[src/rtl/ysyx_22050550_mmio_pkg.sv]
// rtl/ysyx_22050550_mmio_pkg.sv - shared FSM states, AXI response codes and default MMIO base
package ysyx_22050550_mmio_pkg;

  typedef enum logic [1:0] {R_IDLE, R_WAIT, R_RESP} rstate_e;
  typedef enum logic [1:0] {W_IDLE, W_DATA, W_RESP} wstate_e;

  localparam logic [1:0] RESP_OKAY   = 2'b00;
  localparam logic [1:0] RESP_SLVERR = 2'b10;
  localparam logic [1:0] RESP_DECERR = 2'b11;

  localparam logic [63:0] MMIO_BASE = 64'ha000_0000;

endpackage

[src/rtl/ysyx_22050550_mmio_regfile.sv]
// rtl/ysyx_22050550_mmio_regfile.sv - NREG x 64-bit register file
// One combinational read port and one byte-strobed write port.
module ysyx_22050550_mmio_regfile
  import ysyx_22050550_mmio_pkg::*;
#(
  parameter int NREG = 16,
  parameter int IW   = $clog2(NREG)
) (
  input  logic          clock,
  input  logic          reset,
  input  logic [IW-1:0] rd_idx_i,
  output logic [63:0]   rd_data_o,
  input  logic          wr_en_i,
  input  logic [IW-1:0] wr_idx_i,
  input  logic [63:0]   wr_data_i,
  input  logic [7:0]    wr_strb_i
);

  logic [63:0] regs_q [NREG];

  always_ff @(posedge clock or posedge reset) begin
    if (reset) begin
      for (int i = 0; i < NREG; i++) regs_q[i] <= '0;
    end else if (wr_en_i) begin
      for (int b = 0; b < 8; b++)
        if (wr_strb_i[b]) regs_q[wr_idx_i][8*b +: 8] <= wr_data_i[8*b +: 8];
    end
  end

  assign rd_data_o = regs_q[rd_idx_i];

endmodule

[src/rtl/ysyx_22050550_mmio_axi_slave.sv]
// rtl/ysyx_22050550_mmio_axi_slave.sv - single-beat 64-bit AXI4 MMIO responder
// Optional MMIO_RESP_CHECK_EN: DECERR on miss, SLVERR on len/size violation.
module ysyx_22050550_mmio_axi_slave
  import ysyx_22050550_mmio_pkg::*;
#(
  parameter logic [63:0] BASE   = MMIO_BASE,
  parameter int          NREG   = 16,
  parameter int          RD_LAT = 1
) (
  input  logic        clock,
  input  logic        reset,
  input  logic        io_ar_valid,
  output logic        io_ar_ready,
  input  logic [63:0] io_ar_addr,
  input  logic [7:0]  io_ar_len,
  input  logic [2:0]  io_ar_size,
  input  logic [1:0]  io_ar_burst,
  output logic        io_r_valid,
  input  logic        io_r_ready,
  output logic [63:0] io_r_rdata,
  output logic [1:0]  io_r_rresp,
  output logic        io_r_last,
  input  logic        io_aw_valid,
  output logic        io_aw_ready,
  input  logic [63:0] io_aw_addr,
  input  logic [7:0]  io_aw_len,
  input  logic [2:0]  io_aw_size,
  input  logic [1:0]  io_aw_burst,
  input  logic        io_w_valid,
  output logic        io_w_ready,
  input  logic [63:0] io_w_data,
  input  logic [7:0]  io_w_strb,
  input  logic        io_w_last,
  output logic        io_b_valid,
  input  logic        io_b_ready,
  output logic [1:0]  io_b_bresp
);

  localparam int          IW        = $clog2(NREG);
  localparam logic [63:0] SPAN      = 64'(NREG) * 64'd8;
  localparam logic [2:0]  RCNT_INIT = (RD_LAT > 0) ? 3'(RD_LAT - 1) : 3'd0;

  function automatic logic addr_hit(input logic [63:0] a);
    return (a >= BASE) && ((a - BASE) < SPAN);
  endfunction

  function automatic logic [IW-1:0] addr_idx(input logic [63:0] a);
    return IW'((a - BASE) >> 3);
  endfunction

  rstate_e     rstate_q;
  logic [63:0] ar_addr_q;
  logic [7:0]  ar_len_q;
  logic [2:0]  ar_size_q;
  logic [2:0]  rcnt_q;
  logic        ar_ready_q, r_valid_q;
  logic [63:0] rdata_q;
  logic [1:0]  rresp_q;

  wstate_e     wstate_q;
  logic [63:0] aw_addr_q;
  logic [7:0]  aw_len_q;
  logic [2:0]  aw_size_q;
  logic        aw_ready_q, w_ready_q, b_valid_q;
  logic [1:0]  bresp_q;

  logic [63:0] rd_addr, rf_rdata, rd_data_d;
  logic [7:0]  rd_len;
  logic [2:0]  rd_size;
  logic        rd_hit, wr_hit, wr_en;
  logic [1:0]  rd_resp, wr_resp;
  logic        unused_bits;

  // With zero latency the response is captured straight off the AR channel.
  assign rd_addr   = (rstate_q == R_IDLE) ? io_ar_addr : ar_addr_q;
  assign rd_len    = (rstate_q == R_IDLE) ? io_ar_len  : ar_len_q;
  assign rd_size   = (rstate_q == R_IDLE) ? io_ar_size : ar_size_q;
  assign rd_hit    = addr_hit(rd_addr);
  assign wr_hit    = addr_hit(aw_addr_q);
  assign rd_data_d = rd_hit ? rf_rdata : 64'd0;

`ifdef MMIO_RESP_CHECK_EN
  assign rd_resp = !rd_hit ? RESP_DECERR :
                   (rd_len != 8'd0 || rd_size != 3'd3) ? RESP_SLVERR : RESP_OKAY;
  assign wr_resp = !wr_hit ? RESP_DECERR :
                   (aw_len_q != 8'd0 || aw_size_q != 3'd3) ? RESP_SLVERR : RESP_OKAY;
  assign unused_bits = ^{io_ar_burst, io_aw_burst, io_w_last};
`else
  assign rd_resp = RESP_OKAY;
  assign wr_resp = RESP_OKAY;
  assign unused_bits = ^{io_ar_burst, io_aw_burst, io_w_last, rd_len, rd_size, aw_len_q, aw_size_q};
`endif

  assign wr_en = (wstate_q == W_DATA) && io_w_valid && wr_hit && (wr_resp == RESP_OKAY);

  ysyx_22050550_mmio_regfile #(.NREG(NREG), .IW(IW)) u_regfile (
    .clock     (clock),
    .reset     (reset),
    .rd_idx_i  (addr_idx(rd_addr)),
    .rd_data_o (rf_rdata),
    .wr_en_i   (wr_en),
    .wr_idx_i  (addr_idx(aw_addr_q)),
    .wr_data_i (io_w_data),
    .wr_strb_i (io_w_strb)
  );

  always_ff @(posedge clock or posedge reset) begin
    if (reset) begin
      rstate_q   <= R_IDLE;
      ar_addr_q  <= '0;
      ar_len_q   <= '0;
      ar_size_q  <= '0;
      rcnt_q     <= '0;
      ar_ready_q <= 1'b1;
      r_valid_q  <= 1'b0;
      rdata_q    <= '0;
      rresp_q    <= RESP_OKAY;
    end else begin
      case (rstate_q)
        R_IDLE: if (io_ar_valid) begin
          ar_addr_q  <= io_ar_addr;
          ar_len_q   <= io_ar_len;
          ar_size_q  <= io_ar_size;
          ar_ready_q <= 1'b0;
          if (RD_LAT == 0) begin
            rstate_q  <= R_RESP;
            r_valid_q <= 1'b1;
            rdata_q   <= rd_data_d;
            rresp_q   <= rd_resp;
          end else begin
            rstate_q <= R_WAIT;
            rcnt_q   <= RCNT_INIT;
          end
        end
        R_WAIT: if (rcnt_q == 3'd0) begin
          rstate_q  <= R_RESP;
          r_valid_q <= 1'b1;
          rdata_q   <= rd_data_d;
          rresp_q   <= rd_resp;
        end else begin
          rcnt_q <= rcnt_q - 3'd1;
        end
        R_RESP: if (io_r_ready) begin
          rstate_q   <= R_IDLE;
          r_valid_q  <= 1'b0;
          ar_ready_q <= 1'b1;
        end
        default: rstate_q <= R_IDLE;
      endcase
    end
  end

  always_ff @(posedge clock or posedge reset) begin
    if (reset) begin
      wstate_q   <= W_IDLE;
      aw_addr_q  <= '0;
      aw_len_q   <= '0;
      aw_size_q  <= '0;
      aw_ready_q <= 1'b1;
      w_ready_q  <= 1'b0;
      b_valid_q  <= 1'b0;
      bresp_q    <= RESP_OKAY;
    end else begin
      case (wstate_q)
        W_IDLE: if (io_aw_valid) begin
          wstate_q   <= W_DATA;
          aw_addr_q  <= io_aw_addr;
          aw_len_q   <= io_aw_len;
          aw_size_q  <= io_aw_size;
          aw_ready_q <= 1'b0;
          w_ready_q  <= 1'b1;
        end
        W_DATA: if (io_w_valid) begin
          wstate_q  <= W_RESP;
          w_ready_q <= 1'b0;
          b_valid_q <= 1'b1;
          bresp_q   <= wr_resp;
        end
        W_RESP: if (io_b_ready) begin
          wstate_q   <= W_IDLE;
          b_valid_q  <= 1'b0;
          aw_ready_q <= 1'b1;
        end
        default: wstate_q <= W_IDLE;
      endcase
    end
  end

  assign io_ar_ready = ar_ready_q;
  assign io_r_valid  = r_valid_q;
  assign io_r_rdata  = rdata_q;
  assign io_r_rresp  = rresp_q;
  assign io_r_last   = 1'b1;
  assign io_aw_ready = aw_ready_q;
  assign io_w_ready  = w_ready_q;
  assign io_b_valid  = b_valid_q;
  assign io_b_bresp  = bresp_q;

endmodule

[config.mk]
export PLATFORM = sky130hd
export DESIGN_NAME = ysyx_22050550_mmio_axi_slave
export DESIGN_NICKNAME = d
export VERILOG_FILES = /design/src/rtl/ysyx_22050550_mmio_pkg.sv /design/src/rtl/ysyx_22050550_mmio_regfile.sv /design/src/rtl/ysyx_22050550_mmio_axi_slave.sv
export SDC_FILE = /design/constraint.sdc
export NUM_CORES = 2
export LEC_CHECK = 0
export ABC_AREA = 1
export CAP_MARGIN = 30
export CORE_ASPECT_RATIO = 1.75
export CORE_MARGIN = 2
export CORE_UTILIZATION = 55
export CTS_CLUSTER_SIZE = 40
export DETAILED_ROUTE_END_ITERATION = 7
export PLACE_DENSITY = 0.74
export SYNTH_ARGS = -nofsm -noshare
export SYNTH_HDL_FRONTEND = slang
export SYNTH_SLANG_ARGS = --single-unit
[constraint.sdc]
create_clock -name clock -period 143.7 [get_ports clock]
set_input_delay 35.925 -clock clock [delete_from_list [all_inputs] [get_ports clock]]
set_output_delay 35.925 -clock clock [all_outputs]
set_load 0.03 [all_outputs]
==> impl_metrics.py <==
metrics = {
    "power": {
        "leakage_nw": 35.2,
        "ir_drop_v": 0.0000223,
        "power.density_nw_per_um2": 17.0,
        "totalPowerFinal_mw": 1.19,
    },
    "detailed_routing": {
        "num_vias": 61400,
        "drc_errors": 0,
        "ant_nets": 0,
        "drt-total-wl_um": 207000,
        "vias_per_cell": 6.20,
        "dr.first_iter.drc_count": 7622,
        "first_pass_iters": 8,
        "wire_per_inst_um": 20.9,
    },
    "place": {
        "port_buffers": 269,
        "dp_hpwl_um": 120000,
        "dp_slack_ns": 102.27,
        "routabilityCongestion": 0.927,
    },
    "sta": {
        "slew_viol_final": 0,
        "finalCritPeriodShare_pct": 28.4,
        "timing.final.hold_violations": 0,
        "fin_tns_setup_ns": 0,
        "setup_ws_ns": 102.94,
        "timing.hold.ws_ns": 0.466,
        "rsz0062_at_grt": "no",
        "layout_min_cycle_time_ns": 40.76,
        "max_freq_mhz": 24.5,
        "setup_viol": 0,
        "tightest_slew_ns": 1.30,
        "clock_skew_ns": 0.0420,
        "slew_headroom_pct": 13.2,
    },
    "finish": {
        "drive_gt1_share_pct": 4.20,
        "nNetsFinal": 8551,
        "fill_cells": 10300,
        "synthToLayoutAreaGrowth_pct": 10.0,
    },
    "logic_synthesis": {
        "synth_area_um2": 63500,
        "synth-compound-area-share_pct": 1.41,
        "synth_cell_types": 36,
        "seq_area_frac_synth_pct": 48.2,
        "synth-seq-cells": 1222,
        "synth_mux_area_share_pct": 0,
        "synth_fa_ha_area_share_pct": 0.0788,
        "synth_top_family_by_area": "simple AND/OR/NAND/NOR gates",
        "synth_cells": 8608,
        "synth.avg_cell_area_um2": 7.37,
        "yosys_warnings": 0,
        "synthSimpleGateAreaFrac_pct": 43.8,
        "synthXorXnorAreaFrac_pct": 0.193,
    },
    "global_route": {
        "grt_max_degree": 257,
        "antenna_found_initial": 7,
        "grt_usage_pct": 34.7,
        "grt_pass1_vias": 59400,
        "gr-total-overflow": 0,
        "grt_pass1_wl_um": 326000,
    },
    "clocking": {
        "cts_made_buffers": 114,
        "cts.path.max_buffers": 3,
        "clock_latency_ns": 0.75,
        "clkTransAtPathRegs_ns": 0.06,
        "hold_buffers": 0,
        "htreeDepth": 3,
        "cts_setup_buffers": 0,
        "clock_sinks": 1222,
        "cts_tree": "done",
        "cts_root_buf": "clkbuf_16",
        "post_cts_resized": 0,
    },
    "critical_path": {
        "critPathRequiredTime_ns": 144.37,
        "worst_ep_arrival_time_ns": 41.43,
        "rrSetupSlack_ns": 137.94,
        "crit_slowest_cell": "buf_4",
        "criticalPathCategory": "in -> reg",
        "max_stage_delay_ns": 0.91,
        "end_kind": "flop",
        "start_kind": "input pin",
        "cp_cell_sequence": "clkdlybuf4s50_1, inv_1, nand2_1, o21ai_4, buf_12, inv_8, buf_12, buf_4, buf_4, nand2_1, nand3_1, nand3_1, nand3_1, nand2_1, nor2_1, nand3_1, nand2_1",
        "cp_max_fo": 174,
    },
    "floorplanning": {
        "coreArea_um2": 114000,
        "die_area_um2": 118000,
        "fp.dieW_um": 261,
        "start_util_pct": 55.5,
        "ioPinCount": 308,
        "die_h_um": 453,
        "core.rowCount": 164,
    },
    "job": {
        "drv_cap": 0,
    },
    "min_path": {
        "worstHoldPathType": "reg -> reg",
    },
    "run_status": {
        "status": "complete, no violations",
    },
}
## stage by stage
step	utilization [%]	instance area, µm²	std cells
floorplan	-	63500	8611
global placement	57.4	65600	9677
detailed placement	57.5	65800	9685
CTS	60.9	69700	9897
global route	61.1	69800	9907
finish	61.1	69800	9907
## cell usage after synthesis, drive strengths merged
cell type | count | share of area (%)
and3 | 1 | 0.0099
a31oi | 1 | 0.0099
dfrtp | 1220 | 48
o21bai | 4 | 0.047
nand3b | 4 | 0.047
xor2 | 12 | 0.17
o21ai | 146 | 1.2
dfstp | 2 | 0.083
conb | 2 | 0.012
o31ai | 2 | 0.024
o22ai | 2 | 0.020
inv | 140 | 0.83
ha | 4 | 0.079
nand4 | 1164 | 11
nor3 | 5 | 0.039
o211a | 1 | 0.016
o211ai | 2 | 0.024
clkinv | 5 | 0.030
xnor2 | 2 | 0.028
nand3 | 1011 | 8.0
a21oi | 10 | 0.079
nand2 | 3818 | 23
buf | 284 | 2.5
clkbuf | 507 | 3.0
nor2 | 257 | 1.6
o21a | 2 | 0.024
## routing by layer
metal | GRT usage, % | up-vias | routed length [µm]
li1 | - | 28100 | -
met1 | 42.2 | 29500 | 76600
met2 | 58.6 | 3127 | 102000
met3 | 4.80 | 672 | 16100
met4 | 20.6 | 6 | 11700
met5 | 0 | - | 38
## report_power, final
group | leakage (nW) | internal [mW] | switching [mW] | total (mW)
clock network | 1.93 | 0.182 | 0.140 | 0.322
registers | 16.9 | 0.362 | 0.0125 | 0.375
logic | 16.4 | 0.116 | 0.374 | 0.490
## state kept, by name, summed over array words and instances, names as in the netlist, 2 cells and up
register          cells
rcnt_q                3
aw_addr_q            61
rstate_q              2
u_regfile.regs_q   1024
io_r_rdata           64
wstate_q              2
ar_addr_q            61
## critical path: cells and delay by family
kind | cells | cell delay, ns
buf+inv | 7 | 3.79
simple gates | 9 | 1.38
compound gates | 1 | 0.07
## worst paths after layout
| path | start | to | cells past startpoint |
|---|---|---|---|
| max | io_ar_addr[3] | io_r_rdata[38] | 17 |
| max in group asynchronous | reset | u_regfile.regs_q[914] | 7 |
| min | io_aw_ready | io_aw_ready | 2 |
| min in group asynchronous | reset | u_regfile.regs_q[1012] | 2 |
| max reg2reg | rstate_q[1] | io_r_rdata[38] | 15 |
| min reg2reg | io_aw_ready | io_aw_ready | 2 |
## placed cells by master (no fill, tap or decap), drive strengths merged, types with 2 or more instances in the layout
cell | Yosys | routed
a21oi | 10 | 10
buf | 284 | 116
bufinv | 0 | 13
clkbuf | 507 | 165
clkdlybuf4s50 | 0 | 261
clkinv | 5 | 33
clkinvlp | 0 | 2
conb | 2 | 5
dfrtp | 1220 | 1220
dfstp | 2 | 2
diode | 0 | 4
ha | 4 | 4
inv | 140 | 144
nand2 | 3818 | 3818
nand3 | 1011 | 1011
nand3b | 4 | 4
nand4 | 1164 | 1164
nor2 | 257 | 257
nor3 | 5 | 5
o211ai | 2 | 2
o21a | 2 | 2
o21ai | 146 | 146
o21bai | 4 | 4
o22ai | 2 | 2
o31ai | 2 | 2
xnor2 | 2 | 2
xor2 | 12 | 12
## cells by family after synthesis
logic type / Yosys count
XOR/XNOR: 14
adder cells (fa/ha/maj): 4
buffers and inverters: 936
AO/OA/AOI/OAI: 170
AND/OR/NAND/NOR: 6260
flip-flops: 1222
other: 2
## layout make-up
| type | instances | area [µm²] | area share [%] |
|---|---|---|---|
| Clock inverter | 47 | 626 | 0.896 |
| Timing Repair Buffer | 377 | 3840 | 5.49 |
| Sequential cell | 1222 | 30600 | 43.8 |
| Tap cell | 1494 | 1870 | 2.68 |
| Clock buffer | 165 | 3280 | 4.69 |
| Inverter | 145 | 572 | 0.819 |
| Multi-Input combinational cell | 6453 | 29100 | 41.6 |
| Antenna cell | 4 | 10.0 | 0.0143 |
Power figures use the tool's default switching activity.
